<file path="src/rtl/dec_code_pkg.sv">
// Shared constants and types for the 32-bit DEC-TED codeword.
// Codeword layout: {parity, data[31:0], check[11:0]}.
package dec_code_pkg;

  localparam int K = 32;
  localparam int R = 12;
  localparam int N = 45;

  localparam logic [R-1:0] G_LOW = 12'h539;

  localparam int CHK_LSB = 0;
  localparam int CHK_MSB = R - 1;
  localparam int DAT_LSB = R;
  localparam int DAT_MSB = R + K - 1;
  localparam int PAR_BIT = N - 1;

  typedef enum logic [1:0] {
    IDLE,
    SHIFT,
    DONE
  } state_e;

endpackage

</file>
<file path="src/rtl/dec_lfsr_step.sv">
// Combinational BCH division step: folds BPC data bits, MSB first,
// into the 12-bit remainder and the running data parity.
module dec_lfsr_step
  import dec_code_pkg::*;
#(
  parameter int BPC = 1
) (
  input  logic [R-1:0]   r_i,
  input  logic [BPC-1:0] d_i,
  input  logic           p_i,
  output logic [R-1:0]   r_o,
  output logic           p_o
);

  logic [R-1:0] rr;
  logic         pp;
  logic         fb;

  always_comb begin
    rr = r_i;
    pp = p_i;
    fb = 1'b0;
    for (int i = BPC - 1; i >= 0; i--) begin
      fb = d_i[i] ^ rr[R-1];
      rr = {rr[R-2:0], 1'b0} ^ (fb ? G_LOW : '0);
      pp = pp ^ d_i[i];
    end
    r_o = rr;
    p_o = pp;
  end

endmodule

</file>
<file path="src/rtl/dec_ted_encoder.sv">
// Sequential DEC-TED encoder: BCH(63,51) shortened to 32 data bits,
// 12 check bits from a multi-bit LFSR plus an overall even parity bit.
module dec_ted_encoder
  import dec_code_pkg::*;
#(
  parameter int BPC = 1
) (
  input  logic         clk,
  input  logic         rst,
  input  logic         in_valid,
  output logic         in_ready,
  input  logic [K-1:0] in_data,
  output logic         out_valid,
  input  logic         out_ready,
  output logic [N-1:0] out_code,
  output logic         busy
);

  localparam int          CYC  = K / BPC;
  localparam logic [5:0]  LAST = 6'(CYC - 1);

  state_e       state_q, state_d;
  logic [K-1:0] sh_q, sh_d;
  logic [K-1:0] dat_q, dat_d;
  logic [R-1:0] r_q, r_d;
  logic         p_q, p_d;
  logic [5:0]   cnt_q, cnt_d;
  logic [N-1:0] code_q, code_d;

  logic [R-1:0] r_nx;
  logic         p_nx;

  dec_lfsr_step #(
    .BPC(BPC)
  ) u_step (
    .r_i(r_q),
    .d_i(sh_q[K-1 -: BPC]),
    .p_i(p_q),
    .r_o(r_nx),
    .p_o(p_nx)
  );

  always_comb begin
    state_d = state_q;
    sh_d    = sh_q;
    dat_d   = dat_q;
    r_d     = r_q;
    p_d     = p_q;
    cnt_d   = cnt_q;
    code_d  = code_q;
    unique case (state_q)
      IDLE: begin
        if (in_valid) begin
          sh_d    = in_data;
          dat_d   = in_data;
          r_d     = '0;
          p_d     = 1'b0;
          cnt_d   = '0;
          state_d = SHIFT;
        end
      end
      SHIFT: begin
        r_d  = r_nx;
        p_d  = p_nx;
        sh_d = sh_q << BPC;
        if (cnt_q == LAST) begin
          // Parity so far covers data only; fold in the final check bits.
          code_d  = {p_nx ^ (^r_nx), dat_q, r_nx};
          state_d = DONE;
        end else begin
          cnt_d = cnt_q + 6'd1;
        end
      end
      DONE: begin
        if (out_ready) state_d = IDLE;
      end
      default: state_d = IDLE;
    endcase
  end

  always_ff @(posedge clk) begin
    if (rst) begin
      state_q <= IDLE;
      sh_q    <= '0;
      dat_q   <= '0;
      r_q     <= '0;
      p_q     <= 1'b0;
      cnt_q   <= '0;
      code_q  <= '0;
    end else begin
      state_q <= state_d;
      sh_q    <= sh_d;
      dat_q   <= dat_d;
      r_q     <= r_d;
      p_q     <= p_d;
      cnt_q   <= cnt_d;
      code_q  <= code_d;
    end
  end

  assign in_ready  = (state_q == IDLE) && !rst;
  assign out_valid = (state_q == DONE) && !rst;
  assign out_code  = code_q;
  assign busy      = (state_q == SHIFT) || (state_q == DONE);

endmodule

</file>
<file path="config.mk">
export PLATFORM = sky130hd
export DESIGN_NAME = dec_ted_encoder
export DESIGN_NICKNAME = d
export VERILOG_FILES = /design/src/rtl/dec_code_pkg.sv /design/src/rtl/dec_lfsr_step.sv /design/src/rtl/dec_ted_encoder.sv
export SDC_FILE = /design/constraint.sdc
export NUM_CORES = 1
export LEC_CHECK = 0
export CAP_MARGIN = 15
export CORE_MARGIN = 3
export CORE_UTILIZATION = 35
export CTS_CLUSTER_DIAMETER = 50
export CTS_CLUSTER_SIZE = 14
export DETAILED_ROUTE_END_ITERATION = 16
export PLACE_DENSITY = 0.6
export SLEW_MARGIN = 30
export SYNTH_ARGS = -nofsm -noshare
export SYNTH_HDL_FRONTEND = slang
export SYNTH_HIERARCHICAL = 1
export SYNTH_SLANG_ARGS = --single-unit
</file>
<file path="constraint.sdc">
create_clock -name clk -period 3.4 [get_ports clk]
set_clock_uncertainty 0.15 [all_clocks]
set_input_delay 0.68 -clock clk [delete_from_list [all_inputs] [get_ports clk]]
set_output_delay 0.68 -clock clk [all_outputs]
set_load 0.02 [all_outputs]
</file>
==> flow_summary_export.csv <==
group,metric,value,unit
run_status,status,"finished clean",
routing,num_vias,4238,
worst_hold_path,holdPathEnd,"out_code[27]$_SDFFE_PP0P_",
routing,routed_wl,12.1,mm
floorplan,dieHeight,128,µm
finish,drive_gt1_share,6.56,%
grt,grt_first_pass_wirelength,20.4,mm
finish,nFillCells,1363,
floorplan,start_util,35.8,%
worst_setup_path,crit_path_start_kind,"register",
clocking,cts-root-buf,"clkbuf_16",
clocking,cts_buffers,17,
floorplan,rows,44,
placed_design,gp_congestion,0.786,
routing,first_pass_iters,4,
timing,setup_tns,0,ns
routing,route.detailed.drc,0,
timing,drv_slew,0,
routing,postRouteAntennaNets,0,
placed_design,place_area,6120,µm²
clocking,clock_latency,0.42,ns
worst_setup_path,critPathLaunch,"state_q[0]$_SDFFE_PP0P_",
timing,finalHoldViolations,0,
synthesis,synth_enable_flop_cells,0,
finish,diodes,0,
clocking,clockBufferDepth,2,
timing,fin_crit_sh,81.0,%
grt,overflow,0,
timing,setup_violations,0,
grt,grt_use_total,15.6,%
worst_setup_path,max_stage_delay,0.62,ns
timing,slew_headroom,41.1,%
finish,fin_nets,699,
grt,first_global_vias,4207,
power,p_per_area,587,nW/µm²
synthesis,syn-num-nets,641,
worst_hold_path,holdPathStages,2,
worst_setup_path,r2r_slack,0.74,ns
placed_design,io_buffers,83,
clocking,cts.sinks,130,
flow_run,maxCapViolations,0,
synthesis,yosysSeqAreaShare,49.9,%
clocking,post_cts_buffers,0,
finish,syn_to_final_growth,28.2,%
worst_hold_path,hold_path.class,"reg -> reg",
worst_setup_path,path_class,"reg -> out",
finish,mostFrequentLayoutCells,"nand2_1 (154), dfxtp_1 (130), a21oi_1 (83)",
clocking,clkTransAtPathRegs,0.05,ns
worst_setup_path,cp_top_family,"buffers and inverters",
worst_setup_path,rr_endpoint,"cnt_q[2]$_SDFFE_PP0P_",
clocking,cts_hold_buffers,0,
routing,wire_per_inst,14.2,µm
synthesis,netlist_area,5220,µm²
grt,antenna_found_initial,1,
worst_setup_path,path_buf_inv,2,
clocking,ctsResizeCount,0,
worst_setup_path,crit_chain,"inv_1 > ha_1 > nor2b_1 > clkdlybuf4s50_1",
synthesis,async_flop_share,0,%
worst_setup_path,required,2.57,ns
synthesis,synthFlopType,"dfxtp_1",
finish,final_area,6690,µm²
floorplan,dieWidth,128,µm
synthesis,yosysTopAreaCell,"dfxtp_1",
finish,final_common_cell,"nand2_1",
timing,min_period,2.75,ns
synthesis,yosysWarnings,6,
timing,max_freq,0.363,GHz
power,irDropWorstVdd,345,µV
worst_setup_path,worst_path_max_delay_cell,"clkdlybuf4s50_1",
synthesis,syn_inst,600,
synthesis,yosysTopAreaCellShare,49.9,%
floorplan,die-area,16400,µm²
worst_setup_path,crit_arrival,1.92,ns
clocking,cts_tree,"yes",
worst_hold_path,hold_start,"dat_q[15]$_SDFFE_PP0P_",
worst_setup_path,r2r_start,"state_q[1]$_SDFFE_PP0P_",
placed_design,hpwl,7.88,mm
floorplan,coreArea,14600,µm²
power,power_leakage,2.41,nW
routing,drtIter0Drc,231,
synthesis,synth_cell_types,35,
routing,viasPerCell,4.96,
synthesis,syn_avg_cell_area,8.70,µm²
worst_setup_path,crit_fanout,6,
synthesis,yosys-top-cells-area,"dfxtp_1 (50%), nand2_1 (11%), a21oi_1 (8.0%), mux2i_1 (5.9%), a211oi_1 (4.6%)",
timing,rsz0062_at_grt,"false",
worst_setup_path,r2r_cells,8,
synthesis,synth_seq_cells,130,
floorplan,ios,84,
timing,worst_pin_slew,0.884,ns
grt,grt_max_degree,72,
clocking,h-tree-depth,4,
worst_setup_path,end_kind,"output pin",
[power by group]
group / total [mW] / switching [mW] / leakage [nW] / internal, mW
Combinational: 0.512 / 0.275 / 1.07 / 0.237
Sequential: 1.67 / 0.0548 / 1.06 / 1.62
Clock: 1.74 / 0.625 / 0.284 / 1.12
Total: 3.93 / 0.955 / 2.41 / 2.97
[worst register-to-register path: stages (launching register included)]
cell and delay (ns):
dfxtp_1 0.32, inv_1 0.11, ha_2 0.22, buf_4 0.46
mux2_2 0.30, buf_4 0.47, o311ai_0 0.29, xor2_1 0.20
nor2_1 0.09
[worst max-delay path by stage]
stage                                 end  slack, ns  cells after the start
finish                           in_ready       0.65                      4
global route        cnt_q[2]$_SDFFE_PP0P_       0.45                      8
CTS                              in_ready       0.62                      4
detailed placement  cnt_q[2]$_SDFFE_PP0P_       0.68                      8
global placement    cnt_q[2]$_SDFFE_PP0P_       0.77                      6
floorplan                        in_ready       1.39                      2
[layout make-up]
cell class | count | area (µm²) | share of cell area (%)
clock buffer | 28 | 527 | 7.87
clock inverter | 4 | 45.0 | 0.673
inverter | 4 | 15.0 | 0.224
multi-input combinational | 413 | 2380 | 35.5
sequential | 130 | 2600 | 38.9
tap | 184 | 230 | 3.44
timing repair buffer | 92 | 896 | 13.4
[synthesized netlist by cell type (4+ instances only)]
cell type  instances
xor3_1             5
mux2i_1           31
nor2_1            47
xnor2_1            6
nand2_1          154
buf_2              7
a22oi_1           13
a21oi_1           83
o21ai_0            4
ha_1               5
buf_4              8
dfxtp_1          130
inv_1              4
a211oi_1          32
buf_1              6
clkbuf_1          32
[routing by layer]
layer / GRT usage [%] / vias to the layer above / wire length (µm)
met2: 24.8 / 105 / 5620
met5: 0 / - / 13
li1: - / 2143 / -
met3: 5.96 / 21 / 784
met4: 5.62 / 2 / 204
met1: 19.2 / 1967 / 5480
[cells by family after synthesis]
group                    count (synthesis)  share of synthesized area [%]
AND/OR/NAND/NOR                        218                           16.8
AO/OA/AOI/OAI                          141                           16.1
flip-flops                             130                           49.9
buffers and inverters                   57                           4.84
multiplexers                            32                           6.16
XOR/XNOR                                17                           5.08
adder cells (fa/ha/maj)                  5                           1.20
[stage by stage]
| stage | power (mW) | worst slack [ns] | hold slack, ns | cells | utilization, % |
|---|---|---|---|---|---|
| after CTS | 3.97 | 0.616 | 0.306 | 855 | 45.9 |
| after floorplan | 2.08 | 1.39 | 0.282 | 600 | - |
| after global placement | 2.20 | 0.770 | 0.294 | 823 | 41.9 |
| after detailed placement | 2.22 | 0.683 | 0.298 | 823 | 42.0 |
| final | 3.93 | 0.646 | 0.299 | 855 | 45.9 |
| after global routing | 4.12 | 0.447 | 0.322 | 855 | 45.9 |
[state kept, by name, indices dropped and copies added (netlist names)]
signal    flops
dat_q        32
out_code     45
state_q       2
cnt_q         6
r_q          12
sh_q         32
p_q           1
Power figures use the tool's default switching activity.
